## src/rtl/prores_sched_pkg.sv

```systemverilog
// Shared definitions for the ProRes bitstream scheduler.
//   - sched_state_e : scheduler FSM states, in slice order
//   - cw_t / lvl_cw_t : codeword shapes at the default requester widths
//   - SB_W : width of the set_bit value / size buses
package prores_sched_pkg;

  localparam int SB_W      = 64;
  localparam int CW_VAL_W  = 32;
  localparam int CW_SIZE_W = 6;

  typedef enum logic [2:0] {
    IDLE   = 3'd0,
    DC     = 3'd1,
    AC_RUN = 3'd2,
    AC_LVL = 3'd3,
    FLUSH  = 3'd4,
    DONE   = 3'd5
  } sched_state_e;

  typedef struct packed {
    logic [CW_VAL_W-1:0]  val;
    logic [CW_SIZE_W-1:0] size;
  } cw_t;

  typedef struct packed {
    logic [CW_VAL_W-1:0]  val;
    logic [CW_SIZE_W-1:0] size;
    logic                 last;
  } lvl_cw_t;

endpackage

```

## src/rtl/bitstream_scheduler_if.sv

```systemverilog
// Request bundle from the three entropy coders into the scheduler.
//   dc_*  : DC codeword channel
//   run_* : AC run codeword channel
//   lvl_* : AC level codeword channel, lvl_last marks the slice's final level
// master = producers, slave = scheduler (drives the ready lines).
interface bitstream_scheduler_if #(
  parameter int VAL_W  = 32,
  parameter int SIZE_W = 6
);
  logic              dc_valid;
  logic              dc_ready;
  logic [VAL_W-1:0]  dc_val;
  logic [SIZE_W-1:0] dc_size;

  logic              run_valid;
  logic              run_ready;
  logic [VAL_W-1:0]  run_val;
  logic [SIZE_W-1:0] run_size;

  logic              lvl_valid;
  logic              lvl_ready;
  logic [VAL_W-1:0]  lvl_val;
  logic [SIZE_W-1:0] lvl_size;
  logic              lvl_last;

  modport master (
    output dc_valid, dc_val, dc_size,
    output run_valid, run_val, run_size,
    output lvl_valid, lvl_val, lvl_size, lvl_last,
    input  dc_ready, run_ready, lvl_ready
  );

  modport slave (
    input  dc_valid, dc_val, dc_size,
    input  run_valid, run_val, run_size,
    input  lvl_valid, lvl_val, lvl_size, lvl_last,
    output dc_ready, run_ready, lvl_ready
  );
endinterface

```

## src/rtl/codeword_fifo.sv

```systemverilog
// Small synchronous FIFO holding one requester's queued codewords.
//   clk_i, rst_ni   : clock, asynchronous active-low reset (empties the FIFO)
//   push_i, wdata_i : write request; ignored while full
//   pop_i           : read request; ignored while empty
//   rdata_o         : head entry, addressed by the registered read pointer
//   full_o, empty_o : occupancy flags
module codeword_fifo #(
  parameter int WIDTH = 38,
  parameter int DEPTH = 4
) (
  input  logic             clk_i,
  input  logic             rst_ni,
  input  logic             push_i,
  input  logic [WIDTH-1:0] wdata_i,
  input  logic             pop_i,
  output logic [WIDTH-1:0] rdata_o,
  output logic             full_o,
  output logic             empty_o
);

  localparam int AW = $clog2(DEPTH);
  localparam logic [AW:0] PTR_ONE = {{AW{1'b0}}, 1'b1};

  logic [AW:0]      wr_ptr_q;
  logic [AW:0]      rd_ptr_q;
  logic [WIDTH-1:0] mem_q [DEPTH];
  logic             push_en_s;
  logic             pop_en_s;

  // Pointers carry one wrap bit: equal = empty, only the wrap bit differs = full.
  assign empty_o   = (wr_ptr_q == rd_ptr_q);
  assign full_o    = (wr_ptr_q[AW] != rd_ptr_q[AW]) &&
                     (wr_ptr_q[AW-1:0] == rd_ptr_q[AW-1:0]);
  // Full is taken from registered pointers, so a same-cycle pop never frees a slot.
  assign push_en_s = push_i && !full_o;
  assign pop_en_s  = pop_i && !empty_o;
  assign rdata_o   = mem_q[rd_ptr_q[AW-1:0]];

  // Pointer registers; reset empties the FIFO.
  always_ff @(posedge clk_i or negedge rst_ni) begin
    if (!rst_ni) begin
      wr_ptr_q <= {(AW+1){1'b0}};
      rd_ptr_q <= {(AW+1){1'b0}};
    end else begin
      if (push_en_s) begin
        wr_ptr_q <= wr_ptr_q + PTR_ONE;
      end
      if (pop_en_s) begin
        rd_ptr_q <= rd_ptr_q + PTR_ONE;
      end
    end
  end

  // Storage array; contents are only meaningful between the pointers.
  always_ff @(posedge clk_i) begin
    if (push_en_s) begin
      mem_q[wr_ptr_q[AW-1:0]] <= wdata_i;
    end
  end

endmodule

```

## src/rtl/bitstream_scheduler.sv

```systemverilog
// Serialises DC, AC run and AC level codewords onto the shared set_bit port
// in slice order: block_num DC codewords, run/level pairs until a level
// marked last, then one flush.
//   clock, reset_n      : clock, asynchronous active-low reset
//   slice_start         : pulse that starts a slice; block_num sampled with it
//   req                 : three codeword request channels (valid/ready)
//   sb_enable/val/size  : registered set_bit write, zero-extended to 64 bits
//   sb_flush            : registered set_bit flush request
//   busy                : a slice schedule is in progress
//   slice_done          : one-cycle pulse when the schedule completes
//   protocol_error      : one-cycle pulse when slice_start arrives while busy
module bitstream_scheduler
  import prores_sched_pkg::*;
#(
  parameter int VAL_W      = 32,
  parameter int SIZE_W     = 6,
  parameter int FIFO_DEPTH = 4,
  parameter int BLK_W      = 32
) (
  input  logic                 clock,
  input  logic                 reset_n,
  input  logic                 slice_start,
  input  logic [BLK_W-1:0]     block_num,
  bitstream_scheduler_if.slave req,
  output logic                 sb_enable,
  output logic [SB_W-1:0]      sb_val,
  output logic [SB_W-1:0]      sb_size_of_bit,
  output logic                 sb_flush,
  output logic                 busy,
  output logic                 slice_done,
  output logic                 protocol_error
);

  localparam int CW_W = VAL_W + SIZE_W;
  localparam int LV_W = CW_W + 1;
  localparam logic [BLK_W-1:0] CNT_ONE  = {{(BLK_W-1){1'b0}}, 1'b1};
  localparam logic [BLK_W-1:0] CNT_ZERO = {BLK_W{1'b0}};

  logic             rdy_en_q;
  logic             dc_full_s,  dc_empty_s;
  logic             run_full_s, run_empty_s;
  logic             lvl_full_s, lvl_empty_s;
  logic [CW_W-1:0]  dc_rdata_s;
  logic [CW_W-1:0]  run_rdata_s;
  logic [LV_W-1:0]  lvl_rdata_s;
  logic             lvl_last_s;

  sched_state_e     state_q, state_d;
  logic [BLK_W-1:0] dc_cnt_q, dc_cnt_d;
  logic             pop_dc_s, pop_run_s, pop_lvl_s;
  logic             flush_d, done_d, err_d, busy_d, en_d;
  logic [SB_W-1:0]  val_d, size_d;

  logic             sb_enable_q, sb_flush_q, busy_q, slice_done_q, protocol_error_q;
  logic [SB_W-1:0]  sb_val_q, sb_size_q;

  // Ready is held low until the first clock after reset release, then tracks space.
  assign req.dc_ready  = rdy_en_q && !dc_full_s;
  assign req.run_ready = rdy_en_q && !run_full_s;
  assign req.lvl_ready = rdy_en_q && !lvl_full_s;

  // Level FIFO entries are {last, val, size}; the others are {val, size}.
  assign lvl_last_s = lvl_rdata_s[CW_W];

  codeword_fifo #(.WIDTH(CW_W), .DEPTH(FIFO_DEPTH)) u_dc_fifo (
    .clk_i   (clock),
    .rst_ni  (reset_n),
    .push_i  (req.dc_valid && rdy_en_q),
    .wdata_i ({req.dc_val, req.dc_size}),
    .pop_i   (pop_dc_s),
    .rdata_o (dc_rdata_s),
    .full_o  (dc_full_s),
    .empty_o (dc_empty_s)
  );

  codeword_fifo #(.WIDTH(CW_W), .DEPTH(FIFO_DEPTH)) u_run_fifo (
    .clk_i   (clock),
    .rst_ni  (reset_n),
    .push_i  (req.run_valid && rdy_en_q),
    .wdata_i ({req.run_val, req.run_size}),
    .pop_i   (pop_run_s),
    .rdata_o (run_rdata_s),
    .full_o  (run_full_s),
    .empty_o (run_empty_s)
  );

  codeword_fifo #(.WIDTH(LV_W), .DEPTH(FIFO_DEPTH)) u_lvl_fifo (
    .clk_i   (clock),
    .rst_ni  (reset_n),
    .push_i  (req.lvl_valid && rdy_en_q),
    .wdata_i ({req.lvl_last, req.lvl_val, req.lvl_size}),
    .pop_i   (pop_lvl_s),
    .rdata_o (lvl_rdata_s),
    .full_o  (lvl_full_s),
    .empty_o (lvl_empty_s)
  );

  // Next-state logic: picks the single FIFO to pop this cycle from the state.
  always_comb begin
    state_d   = state_q;
    dc_cnt_d  = dc_cnt_q;
    pop_dc_s  = 1'b0;
    pop_run_s = 1'b0;
    pop_lvl_s = 1'b0;
    flush_d   = 1'b0;
    done_d    = 1'b0;
    err_d     = slice_start && (state_q != IDLE);
    case (state_q)
      IDLE: begin
        if (slice_start) begin
          dc_cnt_d = block_num;
          state_d  = (block_num == CNT_ZERO) ? AC_RUN : DC;
        end else begin
          state_d = IDLE;
        end
      end
      DC: begin
        if (!dc_empty_s) begin
          pop_dc_s = 1'b1;
          dc_cnt_d = dc_cnt_q - CNT_ONE;
          state_d  = (dc_cnt_q == CNT_ONE) ? AC_RUN : DC;
        end else begin
          state_d = DC;
        end
      end
      AC_RUN: begin
        if (!run_empty_s) begin
          pop_run_s = 1'b1;
          state_d   = AC_LVL;
        end else begin
          state_d = AC_RUN;
        end
      end
      AC_LVL: begin
        if (!lvl_empty_s) begin
          pop_lvl_s = 1'b1;
          state_d   = lvl_last_s ? FLUSH : AC_RUN;
        end else begin
          state_d = AC_LVL;
        end
      end
      FLUSH: begin
        flush_d = 1'b1;
        state_d = DONE;
      end
      DONE: begin
        done_d  = 1'b1;
        state_d = IDLE;
      end
      default: begin
        state_d = IDLE;
      end
    endcase
    busy_d = (state_d != IDLE);
  end

  // Output mux: the popped entry, zero-extended, or all-zero when nothing pops.
  always_comb begin
    en_d   = 1'b0;
    val_d  = {SB_W{1'b0}};
    size_d = {SB_W{1'b0}};
    if (pop_dc_s) begin
      en_d   = 1'b1;
      val_d  = {{(SB_W-VAL_W){1'b0}}, dc_rdata_s[CW_W-1:SIZE_W]};
      size_d = {{(SB_W-SIZE_W){1'b0}}, dc_rdata_s[SIZE_W-1:0]};
    end else if (pop_run_s) begin
      en_d   = 1'b1;
      val_d  = {{(SB_W-VAL_W){1'b0}}, run_rdata_s[CW_W-1:SIZE_W]};
      size_d = {{(SB_W-SIZE_W){1'b0}}, run_rdata_s[SIZE_W-1:0]};
    end else if (pop_lvl_s) begin
      en_d   = 1'b1;
      val_d  = {{(SB_W-VAL_W){1'b0}}, lvl_rdata_s[CW_W-1:SIZE_W]};
      size_d = {{(SB_W-SIZE_W){1'b0}}, lvl_rdata_s[SIZE_W-1:0]};
    end else begin
      en_d   = 1'b0;
      val_d  = {SB_W{1'b0}};
      size_d = {SB_W{1'b0}};
    end
  end

  // State, counter and registered outputs; reset clears all of them at once.
  always_ff @(posedge clock or negedge reset_n) begin
    if (!reset_n) begin
      rdy_en_q         <= 1'b0;
      state_q          <= IDLE;
      dc_cnt_q         <= CNT_ZERO;
      sb_enable_q      <= 1'b0;
      sb_val_q         <= {SB_W{1'b0}};
      sb_size_q        <= {SB_W{1'b0}};
      sb_flush_q       <= 1'b0;
      busy_q           <= 1'b0;
      slice_done_q     <= 1'b0;
      protocol_error_q <= 1'b0;
    end else begin
      rdy_en_q         <= 1'b1;
      state_q          <= state_d;
      dc_cnt_q         <= dc_cnt_d;
      sb_enable_q      <= en_d;
      sb_val_q         <= val_d;
      sb_size_q        <= size_d;
      sb_flush_q       <= flush_d;
      busy_q           <= busy_d;
      slice_done_q     <= done_d;
      protocol_error_q <= err_d;
    end
  end

  assign sb_enable      = sb_enable_q;
  assign sb_val         = sb_val_q;
  assign sb_size_of_bit = sb_size_q;
  assign sb_flush       = sb_flush_q;
  assign busy           = busy_q;
  assign slice_done     = slice_done_q;
  assign protocol_error = protocol_error_q;

endmodule

```

## src/flat_wrapper.sv

```systemverilog
// flat-port wrapper written by rule: the top's interface ports become plain ports
module bitstream_scheduler_flat import prores_sched_pkg::*;
#(
  parameter int VAL_W      = 32,
  parameter int SIZE_W     = 6,
  parameter int FIFO_DEPTH = 4,
  parameter int BLK_W      = 32
)
  (clock, reset_n, slice_start, block_num, sb_enable, sb_val, sb_size_of_bit, sb_flush, busy, slice_done, protocol_error, req_dc_valid, req_dc_val, req_dc_size, req_run_valid, req_run_val, req_run_size, req_lvl_valid, req_lvl_val, req_lvl_size, req_lvl_last, req_dc_ready, req_run_ready, req_lvl_ready);
  bitstream_scheduler_if #(.VAL_W(VAL_W), .SIZE_W(SIZE_W)) req_i ();
  input  logic clock;
  input  logic reset_n;
  input  logic slice_start;
  input  logic [BLK_W-1:0] block_num;
  output logic sb_enable;
  output logic [SB_W-1:0] sb_val;
  output logic [SB_W-1:0] sb_size_of_bit;
  output logic sb_flush;
  output logic busy;
  output logic slice_done;
  output logic protocol_error;
  input wire logic [$bits(req_i.dc_valid)-1:0] req_dc_valid;
  input wire logic [$bits(req_i.dc_val)-1:0] req_dc_val;
  input wire logic [$bits(req_i.dc_size)-1:0] req_dc_size;
  input wire logic [$bits(req_i.run_valid)-1:0] req_run_valid;
  input wire logic [$bits(req_i.run_val)-1:0] req_run_val;
  input wire logic [$bits(req_i.run_size)-1:0] req_run_size;
  input wire logic [$bits(req_i.lvl_valid)-1:0] req_lvl_valid;
  input wire logic [$bits(req_i.lvl_val)-1:0] req_lvl_val;
  input wire logic [$bits(req_i.lvl_size)-1:0] req_lvl_size;
  input wire logic [$bits(req_i.lvl_last)-1:0] req_lvl_last;
  output wire logic [$bits(req_i.dc_ready)-1:0] req_dc_ready;
  output wire logic [$bits(req_i.run_ready)-1:0] req_run_ready;
  output wire logic [$bits(req_i.lvl_ready)-1:0] req_lvl_ready;
  assign req_i.dc_valid = req_dc_valid;
  assign req_i.dc_val = req_dc_val;
  assign req_i.dc_size = req_dc_size;
  assign req_i.run_valid = req_run_valid;
  assign req_i.run_val = req_run_val;
  assign req_i.run_size = req_run_size;
  assign req_i.lvl_valid = req_lvl_valid;
  assign req_i.lvl_val = req_lvl_val;
  assign req_i.lvl_size = req_lvl_size;
  assign req_i.lvl_last = req_lvl_last;
  assign req_dc_ready = req_i.dc_ready;
  assign req_run_ready = req_i.run_ready;
  assign req_lvl_ready = req_i.lvl_ready;
  bitstream_scheduler #(.VAL_W(VAL_W), .SIZE_W(SIZE_W), .FIFO_DEPTH(FIFO_DEPTH), .BLK_W(BLK_W)) u_core (.clock(clock), .reset_n(reset_n), .slice_start(slice_start), .block_num(block_num), .req(req_i), .sb_enable(sb_enable), .sb_val(sb_val), .sb_size_of_bit(sb_size_of_bit), .sb_flush(sb_flush), .busy(busy), .slice_done(slice_done), .protocol_error(protocol_error));
endmodule
```

## config.mk

```make
export PLATFORM = sky130hd
export DESIGN_NAME = bitstream_scheduler_flat
export DESIGN_NICKNAME = d
export VERILOG_FILES = /design/src/rtl/prores_sched_pkg.sv /design/src/rtl/bitstream_scheduler_if.sv /design/src/rtl/codeword_fifo.sv /design/src/rtl/bitstream_scheduler.sv /design/src/flat_wrapper.sv
export SDC_FILE = /design/constraint.sdc
export NUM_CORES = 1
export LEC_CHECK = 0
export CORE_UTILIZATION = 40
export CTS_CLUSTER_SIZE = 25
export DETAILED_ROUTE_END_ITERATION = 12
export PLACE_DENSITY_LB_ADDON = 0.12
export SYNTH_ARGS = -nofsm -noshare
export SYNTH_HDL_FRONTEND = slang
export SYNTH_SLANG_ARGS = --single-unit
export TNS_END_PERCENT = 100
```

## constraint.sdc

```tcl
create_clock -name clock -period 2.7 [get_ports clock]
set_clock_uncertainty 0.2 [all_clocks]
set_input_delay 0.27 -clock clock [delete_from_list [all_inputs] [get_ports clock]]
set_output_delay 0.27 -clock clock [all_outputs]
set_load 0.1 [all_outputs]
```

==> flow_metrics.py <==
metrics = {
    "critical_path": {
        "worst_path_fanout_max": 8,
        "timing_worst_setup_path_type": "reg2reg",
        "critical_path.endpoint_type": "flop",
        "arrival_ns": 2.89,
        "crit_slowest_cell": "sky130_fd_sc_hd__or4_4",
        "required_ns": 2.98,
        "cp-start-kind": "flop",
        "timing.critical_path.slowest_cell_delay_ns": 0.55,
        "critical_path.cell_chain": "or4_4 > or4_4 > buf_4 > nor3_1 > buf_4 > a41oi_1 > o22a_1",
    },
    "logic_synthesis": {
        "synth_enable_flop_cells": 460,
        "synthesis.area_mm2": 0.0224,
        "synth_ff_type": "sky130_fd_sc_hd__edfxtp_1",
        "register_bit_total_from_synthesis": 557,
        "synthesis.yosys.warnings": 0,
        "syn_avg_cell_area_um2": 17.9,
        "synth_seq_area_share_pct": 72.4,
        "ys_async_sr_fraction_pct": 17.4,
        "post_synth_inst_count": 1251,
        "synth.distinct_cells": 57,
    },
    "hold_path": {
        "holdCritPathClass": "in2async",
    },
    "detailed_routing": {
        "antenna_violating_nets_post_route": 0,
        "drt_iter0_drc": 874,
        "detail_route.drc_violations": 0,
        "vias": 11800,
        "drt_pass1_iterations": 6,
        "detail_route.wirelength_mm": 51.0,
        "detail_route.wl_per_cell_um": 22.1,
        "via_per_inst": 5.12,
    },
    "placement": {
        "port_buffers": 198,
        "globalplace.congestion": 0.876,
        "place.detailed.hpwl_mm": 33.4,
    },
    "timing": {
        "timing.final.crit_period_ns": 2.60,
        "layout_worst_path_cycle_share_pct": 96.4,
        "worst_slew_pin_slew_ns": 0.688,
        "slew_headroom_pct": 54.2,
        "timing_max_transition_violations_final": 0,
        "upper_clock_frequency_limit_mhz": 384,
        "report.final.hold_viol_count": 0,
        "setup_repair_after_global_routing_missed_its_margin": "false",
        "setup_tns_ns": 0,
        "setup_viol_count_final": 0,
    },
    "power_and_ir_drop": {
        "leakage_dissipation_nw": 9.47,
        "sw_frac_of_total_pct": 36.2,
        "ir_worst_vdd_uv": 876,
        "comb_power_share_pct": 36.5,
        "power.switching_w": 0.0112,
        "power_per_cell_area_mw_per_mm2": 1130,
        "proportion_of_power_drawn_by_the_clock_network_pct": 25.9,
        "power.share.sequential_pct": 37.6,
        "totalPowerFinal_w": 0.0309,
        "intPower_w": 0.0197,
    },
    "grt": {
        "number_of_global_route_vias_before_repair": 11800,
        "grt.overflow.total": 0,
        "global_route.usage.total_pct": 17.9,
        "initial_antenna_violation_count": 5,
        "grt_max_degree": 59,
        "grt_first_pass_wirelength_mm": 75.6,
    },
    "layout": {
        "final_net_count": 1677,
        "post_route_cells_drive_above_1_share_pct": 23.3,
        "flow.area_growth_from_synthesis_pct": 21.9,
        "fill_cells": 4651,
        "antenna_cells_inserted": 0,
    },
    "floorplan": {
        "die_w_um": 239,
        "start_util_pct": 40.6,
        "floorplan.core_area_mm2": 0.0553,
        "placement_rows": 86,
        "design.die.area_mm2": 0.0571,
        "die_height_um": 239,
        "ios": 289,
    },
    "clock_network": {
        "post_cts_buffers": 0,
        "worst_skew_pair.late_latency_ns": 0.60,
        "cts_tree": "built",
        "cts_root_buffer": "sky130_fd_sc_hd__clkbuf_16",
        "cts_buffers": 57,
        "clock_edge_transition_at_the_registers_on_the_reported_setup_and_hold_paths_ns": 0.07,
        "cts.sinks": 557,
        "cts.htree.levels": 2,
        "clockBufferDepth": 3,
    },
    "flow_run": {
        "timing.max_cap.violations": 0,
    },
    "outcome": {
        "run_status": "completed",
    },
}
sequential cells by signal, summed over array words and instances (netlist names), 6 cells and up:
name / cells
u_core.u_lvl_fifo.mem_q: 156
u_core.u_dc_fifo.mem_q: 152
u_core.u_run_fifo.mem_q: 152
u_core.dc_cnt_q: 32
u_core.sb_val: 32
u_core.sb_size_of_bit: 6
Yosys cell counts, types with 14 or more instances:
library cell                 n  area, µm²
sky130_fd_sc_hd__ha_1       17        213
sky130_fd_sc_hd__nand2_1    54        203
sky130_fd_sc_hd__nor2b_1    23        144
sky130_fd_sc_hd__nor4_1     14       87.6
sky130_fd_sc_hd__dfrtp_1    97       2430
sky130_fd_sc_hd__a21oi_1    50        250
sky130_fd_sc_hd__mux4_2    115       2590
sky130_fd_sc_hd__edfxtp_1  460      13800
sky130_fd_sc_hd__clkbuf_1   53        199
sky130_fd_sc_hd__nor2_1     31        116
sky130_fd_sc_hd__o21ai_0    22        110
sky130_fd_sc_hd__a221o_1    22        220
sky130_fd_sc_hd__o22ai_1    23        144
sky130_fd_sc_hd__buf_4      90        676
critical path: cells and delay by family (launching register included):
family,cells,cell delay [ns]
flops,1,0.40
compound gates,2,0.33
simple gates,3,1.22
buf+inv,2,0.34
routing by layer:
metal | wire [µm] | share of wire (%) | track usage, % | up-vias
met3 | 2660 | 5.2 | 3.75 | 64
met2 | 24200 | 47 | 27.5 | 312
li1 | - | - | - | 5316
met5 | 66 | 0.13 | 0 | -
met1 | 23100 | 45 | 25.9 | 6105
met4 | 992 | 1.9 | 4.84 | 10
per-stage QoR:
stage	util, %	cell area, µm²	cells	hold slack (ns)	setup WS (ns)
after floorplan	-	22800	1340	-0.226	0.00229
after global routing	49.5	27400	2304	0.0776	0.00832
final	49.5	27400	2304	0.0943	0.0985
after detailed placement	45.9	25400	2194	0.0575	0.0836
after CTS	49.5	27400	2304	0.0519	0.0742
after global placement	45.9	25400	2194	0.0584	0.104
logic make-up after synthesis:
| group | count (synthesis) | synth area share [%] |
|---|---|---|
| AOI/OAI and AO/OA | 169 | 5.13 |
| xor gates and xnor gates | 21 | 0.820 |
| adders and majority gates | 17 | 0.948 |
| buffers and inverters | 170 | 4.37 |
| DFF | 557 | 72.4 |
| muxes | 120 | 11.8 |
| other | 2 | 0.0335 |
| and+or+nand+nor | 195 | 4.55 |
power by group through the flow:
stage	clock [W]	combinational, W	sequential [W]
2_1_floorplan	0	0.00598	0.0137
3_3_place_gp	0	0.0114	0.0117
3_5_place_dp	0	0.0114	0.0118
4_1_cts	0.00823	0.0114	0.0116
5_1_grt	0.00853	0.0120	0.0117
6_report	0.00799	0.0113	0.0116
cell usage in the layout, fill, tap and decap left out, drive strengths merged, types with 5 or more instances in the layout:
cell	count
o21ai	22
clkinv	13
edfxtp	460
o22a	8
dfrtp	97
xor2	10
nand3	7
nand2	54
a22oi	6
o22ai	23
mux4	115
nor3	12
nand4	9
or4	8
inv	13
nor2b	23
a221o	22
clkdlybuf4s50	151
and3	12
buf	114
bufinv	5
or3	7
ha	17
nor4	15
clkbuf	87
a21oi	51
xnor2	11
conb	91
nor2	31
final timing paths:
kind	startpoint	to	slack, ns	cells after the start
hold reg to reg	u_core.dc_cnt_q[12]$_DFFE_PN0P_	u_core.dc_cnt_q[12]$_DFFE_PN0P_	0.27	1
setup / recovery	u_core.dc_cnt_q[8]$_DFFE_PN0P_	u_core.dc_cnt_q[27]$_DFFE_PN0P_	0.1	7
hold / removal	reset_n	u_core.u_run_fifo.wr_ptr_q[1]$_DFFE_PN0P_	0.09	3
max in group asynchronous	reset_n	u_core.u_lvl_fifo.rd_ptr_q[0]$_DFFE_PN0P_	1.85	3
setup reg to reg	u_core.dc_cnt_q[8]$_DFFE_PN0P_	u_core.dc_cnt_q[27]$_DFFE_PN0P_	0.1	7
min in group clock	req_dc_val[31]	u_core.u_dc_fifo.mem_q[1][37]$_DFFE_PP_	0.10	1
cell type report:
class | count | area [µm²] | share of cell area [%]
well taps | 748 | 936 | 3.42
inverters | 12 | 45.0 | 0.165
clock inverters | 21 | 260 | 0.951
flip-flops and latches | 557 | 16200 | 59.4
repair buffers | 266 | 2540 | 9.28
multi-input cells | 613 | 5660 | 20.7
clock buffers | 87 | 1680 | 6.14
what timing repair did:
action,CTS,global route
gates resized for setup,0,3
endpoints found under the setup margin,0,4
hold buffers,2,0
endpoints found under the hold margin,97,0
Note: power is estimated with default switching activity, not from simulation.
